## config.mk

```make
export PLATFORM = sky130hd
export DESIGN_NAME = mem_access_stage_flat
export DESIGN_NICKNAME = d
export VERILOG_FILES = /design/src/rtl/mem_stage_pkg.sv /design/src/rtl/mem_access_stage_if.sv /design/src/rtl/mem_wait_timer.sv /design/src/rtl/mem_access_stage.sv /design/src/flat_wrapper.sv
export SDC_FILE = /design/constraint.sdc
export NUM_CORES = 1
export LEC_CHECK = 0
export ABC_AREA = 0
export CORE_AREA = 2 2 123 149
export DETAILED_ROUTE_END_ITERATION = 10
export DIE_AREA = 0 0 125 151
export GPL_ROUTABILITY_DRIVEN = 0
export PLACE_DENSITY = 0.62
export REMOVE_ABC_BUFFERS = 1
export SETUP_SLACK_MARGIN = 0.15
export SKIP_CTS_REPAIR_TIMING = 1
export SLEW_MARGIN = 40
export SYNTH_ARGS = -nofsm -noshare
export SYNTH_HDL_FRONTEND = slang
export SYNTH_SLANG_ARGS = --single-unit
```

## constraint.sdc

```tcl
create_clock -name clk -period 2.3 [get_ports clk]
set_clock_uncertainty 0.2 [all_clocks]
set_input_delay 0.23 -clock clk [delete_from_list [all_inputs] [get_ports clk]]
set_output_delay 0.23 -clock clk [all_outputs]
set_load 0.01 [all_outputs]
```

## src/rtl/mem_stage_pkg.sv

```systemverilog
// Shared types and default widths for the memory-access pipeline stage.
package mem_stage_pkg;

    localparam int DEF_DATA_W     = 32;
    localparam int DEF_REG_ADDR_W = 5;

    typedef enum logic [0:0] {
        IDLE = 1'b0,
        BUSY = 1'b1
    } state_e;

    typedef struct packed {
        logic                      reg_write;
        logic [DEF_REG_ADDR_W-1:0] rd;
        logic [DEF_DATA_W-1:0]     data;
    } wb_bundle_t;

endpackage

```

## src/rtl/mem_access_stage_if.sv

```systemverilog
// EXE-side, data-memory and writeback signals of the memory-access stage.
// The stage uses the master modport; the EXE/memory/WB side uses slave.
interface mem_access_stage_if
    import mem_stage_pkg::*;
#(
    parameter int DATA_W     = DEF_DATA_W,
    parameter int REG_ADDR_W = DEF_REG_ADDR_W
);
    logic                  ex_valid;
    logic                  ex_ready;
    logic [DATA_W-1:0]     ALU_result;
    logic [DATA_W-1:0]     store_data;
    logic                  mem_read;
    logic                  mem_write;
    logic                  reg_write;
    logic [REG_ADDR_W-1:0] rd;

    logic                  dmem_req;
    logic                  dmem_we;
    logic [DATA_W-1:0]     dmem_addr;
    logic [DATA_W-1:0]     dmem_wdata;
    logic                  dmem_ack;
    logic [DATA_W-1:0]     dmem_rdata;

    logic                  wb_valid;
    logic                  wb_reg_write;
    logic [REG_ADDR_W-1:0] wb_rd;
    logic [DATA_W-1:0]     wb_data;
    logic                  bus_err;
    logic                  misalign_exc;

    modport master (
        input  ex_valid, ALU_result, store_data, mem_read, mem_write, reg_write, rd,
        input  dmem_ack, dmem_rdata,
        output ex_ready, dmem_req, dmem_we, dmem_addr, dmem_wdata,
        output wb_valid, wb_reg_write, wb_rd, wb_data, bus_err, misalign_exc
    );

    modport slave (
        output ex_valid, ALU_result, store_data, mem_read, mem_write, reg_write, rd,
        output dmem_ack, dmem_rdata,
        input  ex_ready, dmem_req, dmem_we, dmem_addr, dmem_wdata,
        input  wb_valid, wb_reg_write, wb_rd, wb_data, bus_err, misalign_exc
    );

endinterface

```

## src/rtl/mem_wait_timer.sv

```systemverilog
// Counts cycles an access waits for its ack; saturates and flags expiry at MAX_WAIT.
module mem_wait_timer #(
    parameter int MAX_WAIT = 255
) (
    input  logic clk,
    input  logic rst_n,
    input  logic clear,
    input  logic enable,
    output logic expired
);
    localparam int CNT_W = $clog2(MAX_WAIT + 1);

    logic [CNT_W-1:0] count;

    assign expired = (count == CNT_W'(MAX_WAIT));

    // NOTE: sequential state uses non-blocking assignment so every flop samples pre-edge values.
    always_ff @(posedge clk or negedge rst_n) begin
        if (!rst_n) begin
            count <= '0;
        end else if (clear) begin
            count <= '0;
        end else if (enable && !expired) begin
            count <= count + 1'b1;
        end
    end

endmodule

```

## src/rtl/mem_access_stage.sv

```systemverilog
// Memory-access pipeline stage: req/ack data-memory handshake, bounded wait, WB pulse.
// Optional macro MISALIGN_TRAP_EN traps misaligned accesses instead of word-aligning them.
module mem_access_stage
    import mem_stage_pkg::*;
#(
    parameter int DATA_W     = DEF_DATA_W,
    parameter int REG_ADDR_W = DEF_REG_ADDR_W,
    parameter int MAX_WAIT   = 255
) (
    input logic                clk,
    input logic                rst_n,
    mem_access_stage_if.master bus
);
    localparam logic [0:0] ST_IDLE = IDLE;
    localparam logic [0:0] ST_BUSY = BUSY;

    logic [0:0]            state;
    logic                  pend_reg_write;
    logic [REG_ADDR_W-1:0] pend_rd;
    logic [DATA_W-1:0]     pend_alu;
    logic                  pend_load;

    logic accept;
    logic is_mem;
    logic trap;
    logic issue;
    logic busy;
    logic ack_hit;
    logic wait_cycle;
    logic expired;
    logic timeout;

    assign busy       = (state == ST_BUSY);
    assign accept     = !busy && bus.ex_valid;
    assign is_mem     = bus.mem_read | bus.mem_write;

`ifdef MISALIGN_TRAP_EN
    assign trap       = accept && is_mem && (bus.ALU_result[1:0] != 2'b00);
`else
    assign trap       = 1'b0;
`endif

    assign issue      = accept && is_mem && !trap;
    assign ack_hit    = busy && bus.dmem_ack;
    assign wait_cycle = busy && !bus.dmem_ack;
    assign timeout    = wait_cycle && expired;

    // dmem_req is a direct decode of the state flop, so reset removes it without a clock.
    assign bus.ex_ready = !busy;
    assign bus.dmem_req = busy;

    mem_wait_timer #(
        .MAX_WAIT (MAX_WAIT)
    ) u_wait_timer (
        .clk     (clk),
        .rst_n   (rst_n),
        .clear   (issue),
        .enable  (wait_cycle),
        .expired (expired)
    );

    always_ff @(posedge clk or negedge rst_n) begin
        if (!rst_n) begin
            state            <= ST_IDLE;
            pend_reg_write   <= 1'b0;
            pend_rd          <= '0;
            pend_alu         <= '0;
            pend_load        <= 1'b0;
            bus.dmem_we      <= 1'b0;
            bus.dmem_addr    <= '0;
            bus.dmem_wdata   <= '0;
            bus.wb_valid     <= 1'b0;
            bus.wb_reg_write <= 1'b0;
            bus.wb_rd        <= '0;
            bus.wb_data      <= '0;
            bus.bus_err      <= 1'b0;
            bus.misalign_exc <= 1'b0;
        end else begin
            bus.wb_valid     <= 1'b0;
            bus.bus_err      <= 1'b0;
            bus.misalign_exc <= 1'b0;

            // Non-memory ops and trapped accesses complete straight from IDLE.
            if (accept && !issue) begin
                bus.wb_valid     <= 1'b1;
                bus.wb_reg_write <= bus.reg_write && !trap;
                bus.wb_rd        <= bus.rd;
                bus.wb_data      <= bus.ALU_result;
                bus.misalign_exc <= trap;
            end

            // A simultaneous read+write is issued as a write.
            if (issue) begin
                state          <= ST_BUSY;
                bus.dmem_we    <= bus.mem_write;
                bus.dmem_addr  <= {bus.ALU_result[DATA_W-1:2], 2'b00};
                bus.dmem_wdata <= bus.store_data;
                pend_reg_write <= bus.reg_write;
                pend_rd        <= bus.rd;
                pend_alu       <= bus.ALU_result;
                pend_load      <= !bus.mem_write;
            end

            if (ack_hit) begin
                state            <= ST_IDLE;
                bus.wb_valid     <= 1'b1;
                bus.wb_reg_write <= pend_reg_write;
                bus.wb_rd        <= pend_rd;
                bus.wb_data      <= pend_load ? bus.dmem_rdata : pend_alu;
            end else if (timeout) begin
                state            <= ST_IDLE;
                bus.wb_valid     <= 1'b1;
                bus.wb_reg_write <= 1'b0;
                bus.wb_rd        <= pend_rd;
                bus.wb_data      <= pend_alu;
                bus.bus_err      <= 1'b1;
            end
        end
    end

endmodule

```

## src/flat_wrapper.sv

```systemverilog
// flat-port wrapper written by rule: the top's interface ports become plain ports
module mem_access_stage_flat import mem_stage_pkg::*;
#(
    parameter int DATA_W     = DEF_DATA_W,
    parameter int REG_ADDR_W = DEF_REG_ADDR_W,
    parameter int MAX_WAIT   = 255
)
  (clk, rst_n, bus_ex_valid, bus_ALU_result, bus_store_data, bus_mem_read, bus_mem_write, bus_reg_write, bus_rd, bus_dmem_ack, bus_dmem_rdata, bus_ex_ready, bus_dmem_req, bus_dmem_we, bus_dmem_addr, bus_dmem_wdata, bus_wb_valid, bus_wb_reg_write, bus_wb_rd, bus_wb_data, bus_bus_err, bus_misalign_exc);
  mem_access_stage_if #(.DATA_W(DATA_W), .REG_ADDR_W(REG_ADDR_W)) bus_i ();
  input logic clk;
  input logic rst_n;
  input wire logic [$bits(bus_i.ex_valid)-1:0] bus_ex_valid;
  input wire logic [$bits(bus_i.ALU_result)-1:0] bus_ALU_result;
  input wire logic [$bits(bus_i.store_data)-1:0] bus_store_data;
  input wire logic [$bits(bus_i.mem_read)-1:0] bus_mem_read;
  input wire logic [$bits(bus_i.mem_write)-1:0] bus_mem_write;
  input wire logic [$bits(bus_i.reg_write)-1:0] bus_reg_write;
  input wire logic [$bits(bus_i.rd)-1:0] bus_rd;
  input wire logic [$bits(bus_i.dmem_ack)-1:0] bus_dmem_ack;
  input wire logic [$bits(bus_i.dmem_rdata)-1:0] bus_dmem_rdata;
  output wire logic [$bits(bus_i.ex_ready)-1:0] bus_ex_ready;
  output wire logic [$bits(bus_i.dmem_req)-1:0] bus_dmem_req;
  output wire logic [$bits(bus_i.dmem_we)-1:0] bus_dmem_we;
  output wire logic [$bits(bus_i.dmem_addr)-1:0] bus_dmem_addr;
  output wire logic [$bits(bus_i.dmem_wdata)-1:0] bus_dmem_wdata;
  output wire logic [$bits(bus_i.wb_valid)-1:0] bus_wb_valid;
  output wire logic [$bits(bus_i.wb_reg_write)-1:0] bus_wb_reg_write;
  output wire logic [$bits(bus_i.wb_rd)-1:0] bus_wb_rd;
  output wire logic [$bits(bus_i.wb_data)-1:0] bus_wb_data;
  output wire logic [$bits(bus_i.bus_err)-1:0] bus_bus_err;
  output wire logic [$bits(bus_i.misalign_exc)-1:0] bus_misalign_exc;
  assign bus_i.ex_valid = bus_ex_valid;
  assign bus_i.ALU_result = bus_ALU_result;
  assign bus_i.store_data = bus_store_data;
  assign bus_i.mem_read = bus_mem_read;
  assign bus_i.mem_write = bus_mem_write;
  assign bus_i.reg_write = bus_reg_write;
  assign bus_i.rd = bus_rd;
  assign bus_i.dmem_ack = bus_dmem_ack;
  assign bus_i.dmem_rdata = bus_dmem_rdata;
  assign bus_ex_ready = bus_i.ex_ready;
  assign bus_dmem_req = bus_i.dmem_req;
  assign bus_dmem_we = bus_i.dmem_we;
  assign bus_dmem_addr = bus_i.dmem_addr;
  assign bus_dmem_wdata = bus_i.dmem_wdata;
  assign bus_wb_valid = bus_i.wb_valid;
  assign bus_wb_reg_write = bus_i.wb_reg_write;
  assign bus_wb_rd = bus_i.wb_rd;
  assign bus_wb_data = bus_i.wb_data;
  assign bus_bus_err = bus_i.bus_err;
  assign bus_misalign_exc = bus_i.misalign_exc;
  mem_access_stage #(.DATA_W(DATA_W), .REG_ADDR_W(REG_ADDR_W), .MAX_WAIT(MAX_WAIT)) u_core (.clk(clk), .rst_n(rst_n), .bus(bus_i));
endmodule
```

---- After elaboration in Yosys (flattened, before gate mapping) ----
Index checks and enable logic that the tools add are counted.
word-level totals
  bits in registers ....................... 151
  logic and storage cells ................. 52
  bits in writable memories ............... 0
  output and inout bits ................... 108
  input bits .............................. 108
  memory bits (read-only) ................. 0
  latch bits .............................. 0
  memories ................................ 0
cells by class
  shifts and indexed selects .............. 0
  bitwise operators ....................... 1
  reductions and logical operators ........ 15
  muxes and demuxes ....................... 20
  div/mod/pow operators ................... 0
  add/subtract/negate cells ............... 1
  eq/ne operators ......................... 1
  $mul .................................... 0
  magnitude comparators ................... 0
operator list
  kind                   number
  $mux W32               4
  $mux W8                2
  $mux W5                3
  $mux W1                11
  $add A8 B1 Y8 const B  1
  $eq A8 B8 Y1 const B   1
  $logic_and A1 B1 Y1    7
  $reduce_bool A3 Y1     2
  $logic_not A1 Y1       5
  $reduce_bool A2 Y1     1
  $or A1 B1 Y1           1

---- Logic depth before layout (Yosys ltp) ----
Gate-level depths: netlist of run 1.
  word-level depth ........................ 8
  mapped depth ............................ 7
  gate-level depth less buffers ........... 6

---- Cells and area by module ----
From an unflattened synthesis of run 1, not the netlist that was laid out.
second synthesis, totals
  cells, all modules ...................... 491
  area total of the unflattened synthesis .. 6,145.9 µm²
modules (own cells, without submodules)
  module            sequential area each (µm²)  instances  area an instance (µm²)  cells an instance
  mem_access_stage  2,827.7                     1          5,676.7                 444
  mem_wait_timer    200.2                       1          469.2                   47

---- Worst setup path after synthesis of run 1 ----
Ideal clock, no wire load.
  path type ............................... register -> register
  start point ............................. register u_core.u_wait_timer.count[0]
  end point ............................... register u_core.bus.wb_data[10]
  cell stages (with the launch flop) ...... 8
  slack ................................... 0.426 ns
  data required time ...................... 1.974 ns
  setup time .............................. 0.126 ns
  arrival ................................. 1.548 ns
  clock period less this slack ............ 1.874 ns
  cells stage by stage .................... dfrtp_1 -> ha_1 -> nand4_4 -> or2_1 -> buf_6 -> buf_8 -> o32ai_2 -> o2bb2ai_1
on the way
  cells in the longest elaborated chain, start to end .. 4
  elaborated cells between the ends (all ways) .. 5
  those cells by class .................... eq/ne: 1; mux: 2; reduce/logical: 2
ends and longest elaborated chain
  what                     line                       text
  from (decl)              mem_wait_timer.sv:13       logic [CNT_W-1:0] count;
  from (signal assigned)   mem_wait_timer.sv:24       count <= count + 1'b1;
  $eq A8 B8 Y1 (*)         mem_wait_timer.sv:15       assign expired = (count == CNT_W'(MAX_WAIT));
  $logic_and A1 B1 Y1 (*)  mem_access_stage.sv:46     assign timeout = wait_cycle && expired;
  $mux W32                 mem_access_stage.sv:110    end else if (timeout) begin
  $mux W32                 mem_access_stage.sv:104    if (ack_hit) begin
  to (signal assigned)     mem_access_stage.sv:88     bus.wb_data <= bus.ALU_result;
  to (signal assigned)     mem_access_stage.sv:109    bus.wb_data <= pend_load ? bus.dmem_rdata : pend_alu;
  to (signal assigned)     mem_access_stage.sv:115    bus.wb_data <= pend_alu;
  to (decl)                mem_access_stage_if.sv:36  output wb_valid, wb_reg_write, wb_rd, wb_data, bus_err, misalign_exc
Every way passes the cells marked *; elsewhere a longest branch is shown, timed or not.
A chain may end at the register's enable or synchronous reset.

---- Final worst setup path of run 1 ----
  start point ............................. register u_core.state (netlist: u_core.bus.dmem_req)
  end point ............................... output port bus_ex_ready
on the way
  cells in the longest elaborated chain, start to end .. 1
ends and longest elaborated chain
  what                    line                     text
  from (decl)             mem_access_stage.sv:17   logic [0:0] state;
  from (signal assigned)  mem_access_stage.sv:64   state <= ST_IDLE;
  from (signal assigned)  mem_access_stage.sv:94   state <= ST_BUSY;
  from (signal assigned)  mem_access_stage.sv:105  state <= ST_IDLE;
  $logic_not A1 Y1        mem_access_stage.sv:49   assign bus.ex_ready = !busy;
  to (decl)               flat_wrapper.sv:21       output wire logic [$bits(bus_i.ex_ready)-1:0] bus_ex_ready;
No other way between the ends.

==> impl_metrics.yaml, run 1 <==
drt:
  num_vias: 5176
  wl_per_cell_um: 16.93
  via_per_inst: 5.065
  ant_nets: 0
  drc_errors: 0
  wirelength_mm: 17.30
  drtIter0Drc: 324
  dr.pass1.iters: 5
timing:
  hold_violations: 0
  finalSetupViolations: 0
  rsz0062_at_grt: "no"
  finalCritPeriodShare_pct: 90.89
  maxSlewViolCount: 0
  fmax_mhz: 478.4
  min_period_ns: 2.090
  tightest_slew_ns: 0.5573
  max_slew_margin_pct: 62.84
setup_path:
  cp-start-kind: "register"
  end_kind: "output port"
  cp.arrival_ns: 1.66
  critPathRequiredTime_ns: 1.87
  reg2reg_depth: 6
  critPathMaxFanout: 6
  critPathKind: "register to output port"
power_and_ir_drop:
  powerDensity_nw_per_um2: 915.7
  irDropWorstVdd_v: 0.0003722
  leakage_nw: 3.843
layout:
  insertedDiodeCount: 0
  drive_gt1_share_pct: 16.21
  final_nets: 898
  fillerInstances: 1585
  area_growth_pct: 47.55
  fin_cells: 1022
  utilization_pct: 51.17
cts:
  clock-sinks: 121
  clk_path_buf_depth: 2
  cts_root_buffer: "clkbuf_16"
  clkSlewWorstSetupHoldPaths_ns: 0.06
  cts_made_buffers: 17
  clkLatencyLatePin_ns: 0.41
  htreeDepth: 4
  cts_tree: "done"
synth:
  yosysTopAreaCell: "dfrtp_1"
  synthTopCellsByCount: "223 x nand2_1, 121 x dfrtp_1, 35 x a21oi_1, 35 x buf_4, 32 x o2bb2ai_1"
  netlist_area_um2: 6026
  synth_warnings: 0
  synth-edff-count: 0
  synthFlopType: "dfrtp_1"
  synth_top_area_share_pct: 50.25
  async_flop_share_pct: 100.0
  postSynthAreaPerCell_um2: 9.927
  synthTopCellsByArea: "dfrtp_1 50%, nand2_1 14%, o32ai_2 7.0%"
  ys_ff_latch: 121
  yosysSeqAreaShare_pct: 50.25
  synth_most_common_cell: "nand2_1"
  synth_cells: 607
  ys_types: 40
global_route:
  grt_max_degree: 59
  grt_use_total_pct: 18.39
  grt_overflow_total: 0
  grt_pass1_wl_mm: 27.79
  antenna_found_initial: 0
  grt_pass1_vias: 5296
hold_path:
  hold_class: "primary input to async pin"
run:
  drv_cap: 0
place:
  placed_cells: 985
  io_buffer_count: 212
  dp_hpwl_mm: 11.65
floorplanning:
  ios: 216
  dieArea_um2: 18880
  dieWidth_um: 125
  fp-row-count: 53
  core_area_um2: 17370
  start_util_pct: 34.68
  die_h_um: 151
outcome:
  status: "finished clean"
-- cell type report --
| cell class | count | area, um^2 | share of cell area [%] |
|---|---|---|---|
| Multi-Input combinational cell | 408 | 2571 | 28.92 |
| Timing Repair Buffer | 237 | 2420 | 27.22 |
| Clock buffer | 17 | 425.4 | 4.785 |
| Inverter | 4 | 15.01 | 0.1689 |
| Clock inverter | 15 | 153.9 | 1.731 |
| Sequential cell | 121 | 3030 | 34.08 |
| Tap cell | 220 | 275.3 | 3.096 |
-- report_power, final --
group	internal, W	total, W	switching [W]
clock	0.00159	0.00257	0.000983
combinational	0.00145	0.00253	0.00108
sequential	0.00263	0.00304	0.000407
total	0.00567	0.00814	0.00247
-- worst max-delay path, stage by stage (launching register included) --
cell and delay, ns:
dfrtp_2 0.46, buf_4 0.17, inv_1 0.08, clkdlybuf4s50_1 0.54
-- layout by cell type (no fill, tap or decap), drive strengths merged --
| master | n |
|---|---|
| mux2 | 31 |
| a21oi | 35 |
| inv | 5 |
| bufinv | 2 |
| ha | 1 |
| clkdlybuf4s50 | 211 |
| or2 | 1 |
| and3 | 1 |
| nand2b | 1 |
| clkinv | 8 |
| o311ai | 1 |
| buf | 25 |
| o2bb2ai | 32 |
| nor4b | 1 |
| dlygate4sd3 | 1 |
| o31ai | 1 |
| o2111ai | 1 |
| xor2 | 1 |
| nand3 | 8 |
| clkinvlp | 4 |
| or4 | 1 |
| o21a | 2 |
| o41ai | 2 |
| or3 | 1 |
| and2b | 1 |
| dfrtp | 121 |
| nor2 | 4 |
| nand2 | 223 |
| conb | 3 |
| nand4 | 2 |
| and2 | 1 |
| o32ai | 31 |
| clkbuf | 17 |
| o21ai | 12 |
| mux2i | 8 |
| nor2b | 2 |
-- registers in the layout (all words and copies together), names as in the netlist --
name                       count
u_core.pend_rd                 5
u_core.bus.dmem_we             1
u_core.pend_load               1
u_core.bus.wb_valid            1
u_core.bus.dmem_req            1
u_core.bus.wb_rd               5
u_core.u_wait_timer.count      8
u_core.bus.wb_reg_write        1
u_core.bus.dmem_wdata         32
u_core.pend_alu               31
u_core.bus.dmem_addr           1
u_core.bus.bus_err             1
u_core.bus.wb_data            32
u_core.pend_reg_write          1
-- per-layer routing --
metal	part of all wire [%]	vias up	track usage (%)
li1	-	2426	-
met1	43	2510	23.59
met2	47	222	28.86
met3	8.6	18	6.570
met4	1.1	0	6.611
met5	0	-	0
-- cells by family after synthesis --
| kind of cell | synth area share, % |
|---|---|
| muxes | 7.122 |
| AOI/OAI and AO/OA | 17.50 |
| buffers and inverters | 8.077 |
| DFF | 50.25 |
| adders and majority gates | 0.2076 |
| xor gates and xnor gates | 0.1454 |
| other | 0.06223 |
| and+or+nand+nor | 16.63 |
-- final timing paths --
kind	start	to	slack, ns
worst max-delay path	u_core.bus.dmem_req	bus_ex_ready	0.21
worst min-delay path	rst_n	u_core.bus.bus_err	0.09
worst max register to register	u_core.u_wait_timer.count[0]	u_core.bus.wb_data[16]	0.27
worst min register to register	u_core.pend_reg_write	u_core.pend_reg_write	0.27
max in group asynchronous	rst_n	u_core.bus.dmem_wdata[31]	1.17
min in group clk	bus_store_data[25]	u_core.bus.dmem_wdata[25]	0.14
-- stage by stage --
stage	TNS (ns)	cell area [um^2]	setup WS, ns	hold WS, ns	total power (W)
after global placement	-0.02139	8208	-0.02139	-0.02190	0.005528
after detailed placement	-0.01844	8235	-0.01844	-0.02328	0.005598
after global routing	0	8891	0.1563	0.1115	0.008587
after CTS	0	8815	0.1194	-0.4665	0.008223
final	0	8891	0.2096	0.09133	0.008141
after floorplan	-122.48	5562	-1.642	-0.2656	0.004044
Power figures use the tool's default switching activity.
==> run 2, diff against run 1 <==
- REMOVE_ABC_BUFFERS: 1 -> not set
==> run 2 against run 1 <==
- die area unchanged
- largest power group unchanged
- highest routed layer unchanged
- via count decreased by 1.0%
- combinational power about the same
- largest cell class unchanged
- wire length increased by 3.8%
- core utilization decreased by 0.29 points
- power increased by 1.3%
- first-iteration DRC count decreased by 26%
==> impl_metrics.yaml, run 2 (synthesized netlist as in run 1, its figures left out) <==
outcome:
  status: "finished clean"
timing:
  finalSetupViolations: 0
  tightest_slew_ns: 0.5817
  maxSlewViolCount: 0
  hold_violations: 0
  final.setup.tns_ns: 0
  max_slew_margin_pct: 61.22
  finalCritPeriodShare_pct: 89.25
  rsz0062_at_grt: "no"
  min_period_ns: 2.053
  setup_ws_ns: 0.2472
  fmax_mhz: 487.1
layout:
  drive_gt1_share_pct: 15.43
  fillerInstances: 1606
  layout_common_cells: "222 x nand2_1, 211 x clkdlybuf4s50_1, 119 x dfrtp_1, 35 x a21oi_1, 32 x o2bb2ai_1"
  final_common_cell: "nand2_1"
  multi_input_area_um2: 2561
  area_growth_pct: 46.72
  final_nets: 895
  fin_area_um2: 8841
  top_regs: "u_core.bus.dmem_wdata: 32 flops, u_core.bus.wb_data: 32 flops, u_core.pend_alu: 31 flops"
  insertedDiodeCount: 0
  regArea_um2: 3030
drt:
  wirelength_mm: 17.95
  dr.pass1.iters: 5
  ant_nets: 0
  num_vias: 5122
  routed.top_layer: "met4"
  drc_errors: 0
  wl_met1_mm: 7.201
  via_per_inst: 5.036
  route.met3.wl_mm: 1.529
  wl_per_cell_um: 17.65
  dr_wl_met2_mm: 8.839
  drtIter0Drc: 239
cts:
  htreeDepth: 4
  cts_tree: "done"
  clk_path_buf_depth: 2
  clkSlewWorstSetupHoldPaths_ns: 0.05
  clock-sinks: 121
  clkLatencyLatePin_ns: 0.41
  cts_root_buffer: "clkbuf_16"
  cts_made_buffers: 17
floorplanning:
  dieArea_um2: 18880
  ios: 216
  dieWidth_um: 125
  die_h_um: 151
  core_area_um2: 17370
  fp-row-count: 53
  start_util_pct: 34.68
run:
  drv_cap: 0
setup_path:
  reg2reg_setup_slack_ns: 0.25
  cp.arrival_ns: 2.14
  critPathMaxFanout: 23
  critPathRequiredTime_ns: 2.38
  cp-start-kind: "register"
  critPathKind: "register to register"
  end_kind: "register"
place:
  io_buffer_count: 212
  dpl_cell_area_um2: 8223
  dp_hpwl_mm: 12.71
  place_ws_ns: 0.1542
global_route:
  grt_max_degree: 52
  grt_pass1_vias: 5455
  grt_use_total_pct: 19.07
  grt_overflow_total: 0
  antenna_found_initial: 0
  grt_pass1_wl_mm: 28.46
power_and_ir_drop:
  powerDensity_nw_per_um2: 932.6
  leakage_nw: 3.830
  irDropWorstVdd_v: 0.0004549
hold_path:
  hold_class: "primary input to register"
-- run 2: cell types whose count changed in the layout (fill, tap and decap cells not counted), sizes merged --
cell and change:
buf -3, clkbuf +4, inv -1, clkinv -3
clkinvlp -3, bufinv +1
-- run 2: per-layer routing --
metal / vias up / global-route usage, %
met5: - / 0
met4: 0 / 7.167
met3: 30 / 6.711
met2: 203 / 32.28
met1: 2488 / 22.46
li1: 2401 / -
-- run 2: final cells by class --
type                            count  share of cell area, %
Clock buffer                       21                  5.321
Clock inverter                      9                  1.387
Inverter                            4                 0.1698
Multi-Input combinational cell    408                  28.97
Sequential cell                   121                  34.28
Tap cell                          220                  3.114
Timing Repair Buffer              234                  26.76
-- run 2: path summary, 6_finish.rpt --
| kind | startpoint | end | cells past startpoint |
|---|---|---|---|
| min in group asynchronous | rst_n | u_core.bus.dmem_wdata[11] | 2 |
| max in group asynchronous | rst_n | u_core.pend_alu[15] | 3 |
| setup / recovery | u_core.u_wait_timer.count[0] | u_core.bus.wb_data[12] | 6 |
| setup reg to reg | u_core.u_wait_timer.count[0] | u_core.bus.wb_data[12] | 6 |
| hold / removal | bus_store_data[23] | u_core.bus.dmem_wdata[23] | 3 |
| hold reg to reg | u_core.bus.dmem_wdata[13] | u_core.bus.dmem_wdata[13] | 2 |
-- run 2: worst max-delay path, cell delays in order, from the launching register on --
cell and delay, ns:
dfrtp_1 0.38, ha_2 0.23, nand4_4 0.15, or2_2 0.35
buf_6 0.21, o32ai_2 0.27, o2bb2ai_1 0.12
-- run 2: metrics by stage --
step | util, % | total power (W) | instances | hold WS (ns)
floorplan | - | 0.004239 | 609 | -0.2656
global placement | 47.33 | 0.005541 | 986 | 0.05329
detailed placement | 47.33 | 0.005604 | 986 | 0.06471
CTS | 50.74 | 0.008345 | 1016 | -0.3796
global route | 50.89 | 0.008680 | 1017 | 0.1432
finish | 50.89 | 0.008245 | 1017 | 0.1436
-- run 2: power by group --
group          total (W)  internal [W]  switching (W)
sequential       0.00305       0.00263       0.000423
combinational    0.00250       0.00143        0.00107
clock            0.00270       0.00177       0.000929
total            0.00824       0.00582        0.00242
